[config.mk]
export PLATFORM = sky130hd
export DESIGN_NAME = dct_serial_rx_framer
export DESIGN_NICKNAME = d
export VERILOG_FILES = /design/src/rtl/dct_serial_rx_framer.sv
export SDC_FILE = /design/constraint.sdc
export NUM_CORES = 1
export LEC_CHECK = 0
export BUFFER_PORTS_ARGS = -buffer_cell sky130_fd_sc_hd__buf_2
export CORE_ASPECT_RATIO = 2
export CORE_MARGIN = 8
export CORE_UTILIZATION = 50
export DETAILED_ROUTE_END_ITERATION = 16
export PLACE_DENSITY = 0.65
export RECOVER_POWER = 25
export SLEW_MARGIN = 0
export SYNTH_ARGS = -nofsm -noshare
export SYNTH_HDL_FRONTEND = slang
export SYNTH_SLANG_ARGS = --single-unit
[constraint.sdc]
create_clock -name iClk -period 3.8 [get_ports iClk]
set_input_delay 0.76 -clock iClk [delete_from_list [all_inputs] [get_ports iClk]]
set_output_delay 0.76 -clock iClk [all_outputs]
set_load 0.1 [all_outputs]
[src/rtl/dct_serial_rx_framer.sv]
// dct_serial_rx_framer
//   Serial front end for the DCT cores. Deserialises an iSDAT/iSVAL bitstream
//   (LANES bits per beat, MSB-first) into DATA_W-bit coefficients, frames them
//   into blocks of 4/8/16/32 points chosen by iSize at block start, and buffers
//   them with SOF/EOF tags in a first-word-fall-through FIFO.
//
//   Optional feature macro: DCT_RX_TIMEOUT_EN
//     defined   - an idle gap of TIMEOUT_CYC cycles inside a block aborts it
//                 (partial word dropped, oSizeErr pulses, FSM back to IDLE)
//     undefined - gaps of any length are legal
//
// Ports
//   iClk, iRst_n      clock (rising edge), asynchronous active-low reset
//   iSize[2:0]        block size code 0..3 -> 4/8/16/32 points, 4..7 illegal
//   iSVAL, iSDAT      serial beat valid / LANES data bits
//   oData/oSof/oEof   FIFO head word and its block tags (zero when empty)
//   oValid, iReady    head valid (FIFO non-empty) / consumer accept
//   oOverflow         sticky: a word was dropped on a full FIFO
//   oSizeErr          1-cycle pulse: illegal size at block start (or timeout)
//   oBusy             block in progress
//
// FSM states
//   state | meaning
//   IDLE  | waiting for the first beat of a block; iSize sampled here
//   SHIFT | block in progress; beats shifted in until the last word is pushed
module dct_serial_rx_framer #(
  parameter int DATA_W      = 16,
  parameter int LANES       = 1,
  parameter int FIFO_DEPTH  = 64,
  parameter int TIMEOUT_CYC = 256
) (
  input  logic              iClk,
  input  logic              iRst_n,
  input  logic [2:0]        iSize,
  input  logic              iSVAL,
  input  logic [LANES-1:0]  iSDAT,
  output logic [DATA_W-1:0] oData,
  output logic              oValid,
  input  logic              iReady,
  output logic              oSof,
  output logic              oEof,
  output logic              oOverflow,
  output logic              oSizeErr,
  output logic              oBusy
);

  localparam int BEATS = DATA_W / LANES;
  localparam int BW    = (BEATS > 1) ? $clog2(BEATS) : 1;
  localparam int AW    = $clog2(FIFO_DEPTH);
  localparam logic [BW-1:0] BEAT_LAST = BW'(BEATS - 1);

  typedef enum logic {IDLE = 1'b0, SHIFT = 1'b1} state_t;
  state_t state, state_nxt;

  logic [DATA_W-1:0] shreg, shreg_nxt;
  logic [BW-1:0]     beat_cnt;
  logic [4:0]        word_idx, last_idx;
  logic [1:0]        size_q, size_cur;
  logic              size_ok, accept, word_done, last_word, abort;
  logic              size_err, size_err_nxt, overflow;

  // one-register push stage between the shifter and the FIFO
  logic              push_vld, push_sof, push_eof;
  logic [DATA_W-1:0] push_data;

  assign size_ok   = (iSize <= 3'd3);
  assign size_cur  = (state == IDLE) ? iSize[1:0] : size_q;
  assign accept    = iSVAL && ((state == SHIFT) || size_ok);
  assign word_done = accept && (beat_cnt == BEAT_LAST);
  assign last_word = word_done && (word_idx == last_idx);
  assign shreg_nxt = DATA_W'({shreg, iSDAT});

  always_comb begin
    case (size_cur)
      2'd0:    last_idx = 5'd3;
      2'd1:    last_idx = 5'd7;
      2'd2:    last_idx = 5'd15;
      default: last_idx = 5'd31;
    endcase
  end

`ifdef DCT_RX_TIMEOUT_EN
  localparam int TW = $clog2(TIMEOUT_CYC + 1);
  logic [TW-1:0] tmo_cnt;

  // reloaded on every accepted beat; expires on the TIMEOUT_CYC-th idle cycle
  always_ff @(posedge iClk or negedge iRst_n) begin
    if (!iRst_n) begin
      tmo_cnt <= '0;
    end else if (accept) begin
      tmo_cnt <= TW'(TIMEOUT_CYC - 1);
    end else if ((state == SHIFT) && !iSVAL && (tmo_cnt != '0)) begin
      tmo_cnt <= tmo_cnt - 1'b1;
    end
  end

  assign abort = (state == SHIFT) && !iSVAL && (tmo_cnt == '0);
`else
  assign abort = 1'b0;
`endif

  always_comb begin
    state_nxt    = state;
    size_err_nxt = abort;
    case (state)
      IDLE: begin
        if (iSVAL) begin
          if (!size_ok)        size_err_nxt = 1'b1;
          else if (!last_word) state_nxt    = SHIFT;
        end
      end
      SHIFT: begin
        if (last_word || abort) state_nxt = IDLE;
      end
      default: state_nxt = IDLE;
    endcase
  end

  always_ff @(posedge iClk or negedge iRst_n) begin
    if (!iRst_n) begin
      state     <= IDLE;
      shreg     <= '0;
      beat_cnt  <= '0;
      word_idx  <= '0;
      size_q    <= '0;
      size_err  <= 1'b0;
      push_vld  <= 1'b0;
      push_sof  <= 1'b0;
      push_eof  <= 1'b0;
      push_data <= '0;
    end else begin
      state    <= state_nxt;
      size_err <= size_err_nxt;
      push_vld <= word_done;
      if (word_done) begin
        push_data <= shreg_nxt;
        push_sof  <= (word_idx == 5'd0);
        push_eof  <= last_word;
      end
      if ((state == IDLE) && accept) size_q <= iSize[1:0];
      if (accept) begin
        shreg    <= shreg_nxt;
        beat_cnt <= word_done ? '0 : beat_cnt + 1'b1;
        if (word_done) word_idx <= last_word ? 5'd0 : word_idx + 5'd1;
      end
      if (abort) begin
        beat_cnt <= '0;
        word_idx <= '0;
      end
    end
  end

  // ---------------- FWFT FIFO ----------------
  logic [AW:0]       wr_ptr, rd_ptr;
  logic [DATA_W+1:0] mem [FIFO_DEPTH];
  logic [DATA_W+1:0] head;
  logic              empty, full, pop, wr_en;

  assign empty = (wr_ptr == rd_ptr);
  assign full  = (wr_ptr[AW] != rd_ptr[AW]) && (wr_ptr[AW-1:0] == rd_ptr[AW-1:0]);
  assign pop   = !empty && iReady;
  // a push into a full FIFO still lands when the head leaves in the same cycle
  assign wr_en = push_vld && (!full || pop);

  always_ff @(posedge iClk) begin
    if (wr_en) mem[wr_ptr[AW-1:0]] <= {push_sof, push_eof, push_data};
  end

  always_ff @(posedge iClk or negedge iRst_n) begin
    if (!iRst_n) begin
      wr_ptr   <= '0;
      rd_ptr   <= '0;
      overflow <= 1'b0;
    end else begin
      if (wr_en) wr_ptr <= wr_ptr + 1'b1;
      if (pop)   rd_ptr <= rd_ptr + 1'b1;
      if (push_vld && full && !pop) overflow <= 1'b1;
    end
  end

  assign head      = mem[rd_ptr[AW-1:0]];
  assign oValid    = !empty;
  assign oData     = empty ? '0 : head[DATA_W-1:0];
  assign oSof      = !empty && head[DATA_W+1];
  assign oEof      = !empty && head[DATA_W];
  assign oOverflow = overflow;
  assign oSizeErr  = size_err;
  assign oBusy     = (state == SHIFT);

endmodule
# Word level (Yosys, flattened, before mapping)
# Memories as Yosys holds them, arrays and structs flattened.
# Cells that the tools add are included.
dict set report word_totals {
  memories 1
  ramBits 1152
  regBits 62
  word_cells 60
}
dict set report classes {
  n_lt_le_gt_ge 1
  bitwise_logic 1
  reduce_logical 19
  add_sub_neg 4
  muxes 14
  n_eq_ne 7
}
# name words width read_ports rd_clocked_by_memory_dff wr line_no
set mem_list {}
lappend mem_list {mem 64 18 1 0 1 155} ;# logic [DATA_W+1:0] mem [FIFO_DEPTH];
# cell n
set ops {}
lappend ops {{$mux 16} 1}
lappend ops {{$pmux 5 s3} 1}
lappend ops {{$add 7x1->7 const B} 2}
lappend ops {{$logic_and 1x1->1} 11}
lappend ops {{$mux 1} 8}
lappend ops {{$eq 7x7->1} 1}
lappend ops {{$eq 6x6->1} 1}
lappend ops {{$add 5x1->5 const B} 1}
lappend ops {{$eq 5x5->1} 1}
lappend ops {{$logic_not 5->1} 1}
lappend ops {{$mux 5} 1}
lappend ops {{$add 4x1->4 const B} 1}
lappend ops {{$eq 4x4->1 const B} 1}
lappend ops {{$mux 4} 1}
lappend ops {{$le 3x2->1 const B} 1}
lappend ops {{$logic_not 1->1} 3}
lappend ops {{$eq 2x1->1 const B} 1}
lappend ops {{$eq 2x2->1 const B} 1}
lappend ops {{$logic_not 2->1} 1}
lappend ops {{$logic_or 1x1->1} 2}
lappend ops {{$mux 2} 1}
lappend ops {{$pmux 1 s2} 1}
lappend ops {{$reduce_and 2->1} 1}
lappend ops {{$ne 1x1->1} 1}
lappend ops {{$not 1->1} 1}

# Logic depth before layout (Yosys ltp)
# Gate-level depths: netlist (run 1).
dict set report depth {
  word_depth 9
  mapped_depth 10
}

# Least setup slack after synthesis (run 1)
# Ideal clock, no wire load.
dict set report synth_path {
  path_kind {register to output}
  startpoint {reg rd_ptr[1]}
  endpoint {out oData[14]}
  arrival_time_ns 3.118
  path_stages_with_launch 8
  n_path_buf 2
  setup_slack_ns -0.078
  required_time_ns 3.040
  path_cell_list {dfrtp_1 > buf_2 > xor2_1 > nor4_4 > a21oi_1 > clkbuf_1 > nand2_1 > o22ai_1}
}
dict set report synth_between {
  elab_chain_cells 2
  elab_cells_between_ends 3
  cone_classes {eq/ne (1); mux (1); memory (1)}
}
# element line_no
set synth_lines {}
lappend synth_lines {{from (decl)} 154} ;# logic [AW:0] wr_ptr, rd_ptr;
lappend synth_lines {{from (signal assigned)} 176} ;# if (pop) rd_ptr <= rd_ptr + 1'b1;
lappend synth_lines {{$mem_v2 64x18 / $eq 7x7->1 (equally long branches)} n/a}
lappend synth_lines {{$mux 16 (*)} 183} ;# assign oData = empty ? '0 : head[DATA_W-1:0];
lappend synth_lines {{to (decl)} 37} ;# output logic [DATA_W-1:0] oData,
# Every way passes the cells marked *; elsewhere a longest branch is shown, timed or not.

# Worst setup path after layout (run 1)
dict set report layout_path {
  startpoint {reg rd_ptr[0]}
  endpoint {out oData[12]}
}
# Same word-level chain as after synthesis.

==> qor.yml, run 1 <==
status: "complete, but fails checks"
violations: "max-capacitance violations, max-slew violations, negative setup slack"
port_buffers: 29
detailedRoute.firstPassIterationCount: 5
hold_path_class: "in2reg"
combPwrFrac_pct: 38.5
fin_crit_ns: 4.05
cts_buffers: 99
switching_power_w: 0.0154
path_clk_slew_ns: 0.07
postSynthNetCount: 2250
swShare_pct: 34.7
rsz0062_at_grt: "yes"
synth_cell_types: 56
cts_tree: "done"
dr_wl_met2_um: 66100
regToRegSetupSlack_ns: 0.44
ys.flop_type: "edfxtp_1"
ys_warn_count: 0
path_buf_inv: 5
drive_gt1_share_pct: 34.3
cts_root_buffer: "clkbuf_16"
dp.cells: 3546
top_layer_used: "met4"
syn_area_per_cell_um2: 20.9
rows: 158
critPathMaxFanout: 8
insertion_delay_ns: 0.71
drc: 0
clkPwrFrac_pct: 23.5
slew_headroom_pct: -50.3
crit_path_max_incr_delay_ns: 0.52
initial_utilization_pct: 50.4
max_cap_violations: 13
grt_overflow: 0
worstMarginPinSlew_ns: 2.26
crit_slowest_cell: "dfrtp_4"
placedInstanceArea_mm2: 0.0499
synth_area_mm2: 0.0467
core_area_mm2: 0.0927
timing.final.crit_share_pct: 107
m1WireLength_um: 40800
cp_common_cell: "buf_12"
ys_seq_elements: 1214
grt_max_degree: 66
grt_pass1_wl_um: 175000
p_per_area_mw_per_mm2: 807
arrival_ns: 3.29
vias_per_cell: 6.24
synthCells: 2237
final-setup-viol-count: 18
die-area_mm2: 0.104
synth_edf_count: 1152
crit_family: "compound AO/OA/AOI/OAI gates"
clock_skew_ns: 0.0292
max-vdd-ir-drop_mv: 1.57
hold_buffers: 0
p_seq_share_pct: 38.0
io_pins: 30
initialDrtViolationCount: 2367
die_x_um: 232
fp.dieH_um: 448
stdcell_area_mm2: 0.0550
track_usage_pct: 23.8
wl_um: 123000
p_leak_nw: 18.6
yosysSeqAreaShare_pct: 77.4
fill_cells: 6456
fmax_mhz: 247
start_kind: "flop"
p_int_w: 0.0290
final_cells: 3798
path_cells: "buf_12, buf_12, buf_16, mux4_2, a22o_1, a211oi_2, buf_4, a21oi_2, a32o_2, buf_12"
place_congestion: 0.897
antenna_cells: 0
grt_pass1_vias: 24700
num_vias: 23700
clock_path_buffers: 3
fin_nets: 2528
endpoint_kind: "output pin"
synth_async_sr_flop_share_pct: 5.11
ant_nets: 0
setup_ws_ns: -0.254
cp.required_ns: 3.04
area_growth_pct: 17.8
h-tree-depth: 3
antenna_found_initial: 3
clock_sinks: 1214
dpl.hpwl_um: 75400
post_drt_wl_per_cell_um: 32.4
slew_viol_final: 574
crit_type: "reg2out"
met3_length_um: 6670
hold_viol_final: 0
## placed cells by master, fill, tap and decap left out, types with 6 or more instances in the layout
cell        Yosys  routed
edfxtp_1     1152    1152
mux4_2        255     255
buf_4          16     191
nand2_1       139     137
clkbuf_16       0     101
mux2i_1        83      77
dfrtp_1        62      56
buf_12          0      46
nor2_1         80      44
nor2_2          0      35
o22ai_1        37      28
o221ai_1       29      26
clkbuf_1       46      23
a211oi_2        0      22
buf_6          14      22
clkinv_1        0      20
buf_16          0      20
a21oi_1        38      19
a32o_2          0      17
a21oi_2         0      16
clkinv_2        0      15
a22oi_2         0      14
mux2_2         12      12
a22o_1         17      12
buf_2          38      12
xnor2_1        11      11
nand3_1        20      11
bufinv_16       0      11
xor2_1         10       9
nand3_2         1       8
and2_1         11       8
nor3_1         11       8
inv_1           8       7
nand3b_1        7       7
o22ai_2         0       7
o21ai_0         7       7
clkinvlp_4      0       7
mux2i_2         0       6
a22oi_1        20       6
## tightest hold or removal path, stage by stage
cell	delay [ns]
buf_2	0.09
nand2_1	0.05
nand2_1	0.05
## kinds of logic (layout without fill, tap and decap cells)
| family | Yosys count | count (layout) | synth area share, % |
|---|---|---|---|
| muxes | 350 | 350 | 14.4 |
| adders and majority gates | 5 | 5 | 0.134 |
| AOI/OAI and AO/OA | 214 | 214 | 3.36 |
| xor gates and xnor gates | 21 | 21 | 0.394 |
| and+or+nand+nor | 300 | 300 | 2.88 |
| buffers and inverters | 133 | 494 | 1.52 |
| DFF | 1214 | 1214 | 77.4 |
## path summary, 6_finish.rpt
check | startpoint | endpoint | cells past startpoint
setup / recovery | rd_ptr[0] | oData[12] | 10
hold / removal | iSDAT | shreg[0] | 3
setup reg to reg | rd_ptr[0] | mem[22][4] | 9
hold reg to reg | shreg[14] | shreg[14] | 2
max in group asynchronous | iRst_n | rd_ptr[0] | 2
min in group asynchronous | iRst_n | beat_cnt[1] | 2
## cells in the mapped netlist (all sizes together), types with 5 or more instances
library cell | count | share of area (%)
nand3b | 7 | 0.11
xnor2 | 11 | 0.21
dfrtp | 62 | 3.3
ha | 5 | 0.13
inv | 8 | 0.064
nor2 | 80 | 0.64
a211oi | 31 | 0.50
edfxtp | 1152 | 74
nand3 | 21 | 0.24
o22ai | 37 | 0.50
a32o | 17 | 0.36
nor3 | 11 | 0.12
a22oi | 20 | 0.32
a221oi | 5 | 0.094
a21oi | 38 | 0.41
nand4 | 5 | 0.067
nand2 | 139 | 1.1
buf | 79 | 1.1
mux2 | 12 | 0.29
a22o | 17 | 0.32
o221ai | 29 | 0.54
and2 | 12 | 0.16
xor2 | 10 | 0.19
clkbuf | 46 | 0.37
mux2i | 83 | 1.8
mux4 | 255 | 12
o21ai | 9 | 0.10
## registers in the layout (all words and copies together), names as in the netlist
register	count
size_q	2
push_vld	1
shreg	15
oOverflow	1
oSizeErr	1
push_sof	1
beat_cnt	4
wr_ptr	7
oBusy	1
rd_ptr	7
push_data	16
word_idx	5
push_eof	1
mem	1152
## area by class of cell
cell class | instances | area, µm² | share of cell area [%]
Tap cell | 1200 | 1500 | 2.73
Clock inverter | 59 | 616 | 1.12
Multi-Input combinational cell | 890 | 10700 | 19.4
Sequential cell | 1214 | 36200 | 65.7
Timing Repair Buffer | 302 | 3430 | 6.24
Clock buffer | 125 | 2650 | 4.81
Inverter | 8 | 30.0 | 0.0546
## power by group through the flow
stage	registers, W	logic (W)	clock network, W
6_report	0.0169	0.0171	0.0104
5_1_grt	0.0169	0.0176	0.0111
4_1_cts	0.0169	0.0168	0.0106
3_5_place_dp	0.0172	0.0143	0
3_3_place_gp	0.0171	0.0142	0
2_1_floorplan	0.0167	0.00838	0
## metrics by stage
step           setup WS (ns)  hold WS, ns  utilization [%]  TNS [ns]  power [W]
2_1_floorplan          0.578        0.439                -         0     0.0251
3_3_place_gp         -0.0214        0.451             53.8   -0.0214     0.0313
3_5_place_dp         -0.0540        0.462             53.8   -0.0540     0.0315
4_1_cts               -0.282        0.237             59.1     -4.34     0.0442
5_1_grt               -0.304        0.295             59.4     -4.73     0.0456
6_report              -0.254        0.282             59.4     -3.65     0.0444
## repair_timing
item	CTS	global route
pin swaps	41	23
buffers inserted	45	9
cloned	14	0
endpoints found under the setup margin	18	18
resized for setup	172	39
## metal layers
| layer | vias to the layer above | track usage, % |
|---|---|---|
| met5 | - | 0 |
| met4 | 0 | 15.8 |
| met3 | 282 | 3.51 |
| met2 | 959 | 42.4 |
| met1 | 12600 | 26.1 |
| li1 | 9811 | - |
Power figures use the tool's default switching activity.
==> inputs of run 2 (changes only) <==
RECOVER_POWER = 100   (was 25)
==> run 2 against run 1 <==
- the flow still finishes with violations (max-capacitance violations, max-slew violations, negative setup slack)
- sequential share of layout area grew 0.23 points
- die area is the same
- clock power is essentially flat
==> qor.yml, run 2 (synthesized netlist as in run 1, its figures left out) <==
crit_type: "reg2out"
insertion_delay_ns: 0.72
path_buf_inv: 5
core_area_mm2: 0.0927
drc: 0
fill_cells: 6515
cp_common_cell: "buf_12"
clock_skew_ns: 0.0312
worstMarginPinSlew_ns: 2.41
start_kind: "flop"
switching_power_w: 0.0154
hold_viol_final: 0
vias_per_cell: 6.24
hold_path_class: "in2reg"
area_growth_pct: 17.4
grt_pass1_vias: 24700
die-area_mm2: 0.104
combPwrFrac_pct: 38.4
fin_nets: 2528
final_cell_mix: "edfxtp_1, mux4_2, nand2_1, buf_4, clkbuf_16"
crit_path_max_incr_delay_ns: 0.52
path_clk_slew_ns: 0.07
cts_buffers: 99
io_pins: 30
crit_slowest_cell: "dfrtp_4"
die_x_um: 232
fp.dieH_um: 448
wl_um: 123000
p_int_w: 0.0290
initialDrtViolationCount: 2350
p_seq_share_pct: 38.1
clkPwrFrac_pct: 23.5
ant_nets: 0
timing.final.crit_share_pct: 107
endpoint_kind: "output pin"
swShare_pct: 34.8
drive_gt1_share_pct: 33.2
cts_tree: "done"
layout_commonest_cell: "edfxtp_1"
grt_max_degree: 66
violations: "max-capacitance violations, max-slew violations, negative setup slack"
regArea_mm2: 0.0362
antenna_found_initial: 2
grt_pass1_wl_um: 175000
detailedRoute.firstPassIterationCount: 5
p_per_area_mw_per_mm2: 810
port_buffers: 29
slew_headroom_pct: -60.4
clock_sinks: 1214
antenna_cells: 0
num_vias: 23700
cts_root_buffer: "clkbuf_16"
crit_family: "compound AO/OA/AOI/OAI gates"
path_cells: "buf_12, buf_12, buf_16, mux4_2, a22o_1, a211oi_2, buf_4, a21oi_2, a32o_2, buf_12"
setup_ws_ns: -0.253
max-vdd-ir-drop_mv: 1.56
rows: 158
status: "complete, but fails checks"
fin_crit_ns: 4.05
initial_utilization_pct: 50.4
track_usage_pct: 23.8
p_leak_nw: 18.5
fmax_mhz: 247
critPathMaxFanout: 8
rsz0062_at_grt: "yes"
dpl.hpwl_um: 75400
largest_reg_flops: 1152
fin_util_pct: 59.2
multi_input_comb_area_mm2: 0.0106
arrival_ns: 3.29
cp.required_ns: 3.04
grt_overflow: 0
place_congestion: 0.897
h-tree-depth: 3
final_cells: 3798
post_drt_wl_per_cell_um: 32.4
dp.cells: 3546
slew_viol_final: 929
regToRegSetupSlack_ns: 0.09
final-setup-viol-count: 18
clock_path_buffers: 3
max_cap_violations: 21
-- run 2: cell count changes in the layout (fill, tap and decap cells not counted), sizes merged --
| cell | previous run | this run |
|---|---|---|
| buf | 294 | 208 |
| clkbuf | 128 | 214 |
-- run 2: timing repair --
| action | CTS | global route |
|---|---|---|
| setup endpoints to repair | 18 | 18 |
| cloned | 14 | 0 |
| endpoints found under the hold margin | 0 | 0 |
| pin swaps | 41 | 23 |
| buffers inserted | 45 | 9 |
| hold buffers | 0 | 0 |
| gates resized for setup | 172 | 39 |
-- run 2: power groups by stage --
stage	registers [W]	clock network, W	logic [W]
floorplan	0.0167	0	0.00838
global placement	0.0171	0	0.0142
detailed placement	0.0172	0	0.0143
CTS	0.0169	0.0106	0.0168
global route	0.0170	0.0111	0.0176
finish	0.0169	0.0104	0.0171
-- run 2: area by class of cell --
class / instances / share of cell area, %
sequential: 1214 / 65.9
multi-input combinational: 890 / 19.4
timing repair buffer: 302 / 5.95
clock buffer: 125 / 4.83
tap: 1200 / 2.74
clock inverter: 59 / 1.12
inverter: 8 / 0.0548
-- run 2: worst paths after layout --
| check | to | cells after the start | from |
|---|---|---|---|
| hold / removal | shreg[0] | 3 | iSDAT |
| setup / recovery | oData[12] | 10 | rd_ptr[0] |
| min in group asynchronous | beat_cnt[1] | 2 | iRst_n |
| max in group asynchronous | rd_ptr[0] | 2 | iRst_n |
| setup reg to reg | mem[47][17] | 9 | rd_ptr[0] |
| hold reg to reg | shreg[14] | 2 | shreg[14] |
-- run 2: per-stage QoR --
step | hold slack (ns) | setup WS, ns | power (W) | setup TNS [ns] | instance area, µm²
4_1_cts | 0.237 | -0.282 | 0.0442 | -4.34 | 54800
3_3_place_gp | 0.451 | -0.0214 | 0.0313 | -0.0214 | 49900
6_report | 0.281 | -0.253 | 0.0444 | -3.63 | 54800
2_1_floorplan | 0.439 | 0.578 | 0.0251 | 0 | 46700
3_5_place_dp | 0.462 | -0.0540 | 0.0315 | -0.0540 | 49900
5_1_grt | 0.295 | -0.304 | 0.0456 | -7.72 | 54800
-- run 2: layer usage --
| layer | global-route usage (%) | up-vias | part of all wire, % |
|---|---|---|---|
| met5 | 0 | - | 0 |
| met1 | 26.1 | 12700 | 33 |
| met2 | 42.4 | 912 | 54 |
| met3 | 3.51 | 289 | 5.4 |
| met4 | 15.8 | 0 | 7.8 |
| li1 | - | 9823 | - |
-- run 2: tightest hold or removal path: cells and delay by family --
kind,cells,cell delay (ns)
buf+inv,1,0.09
simple gates,2,0.10
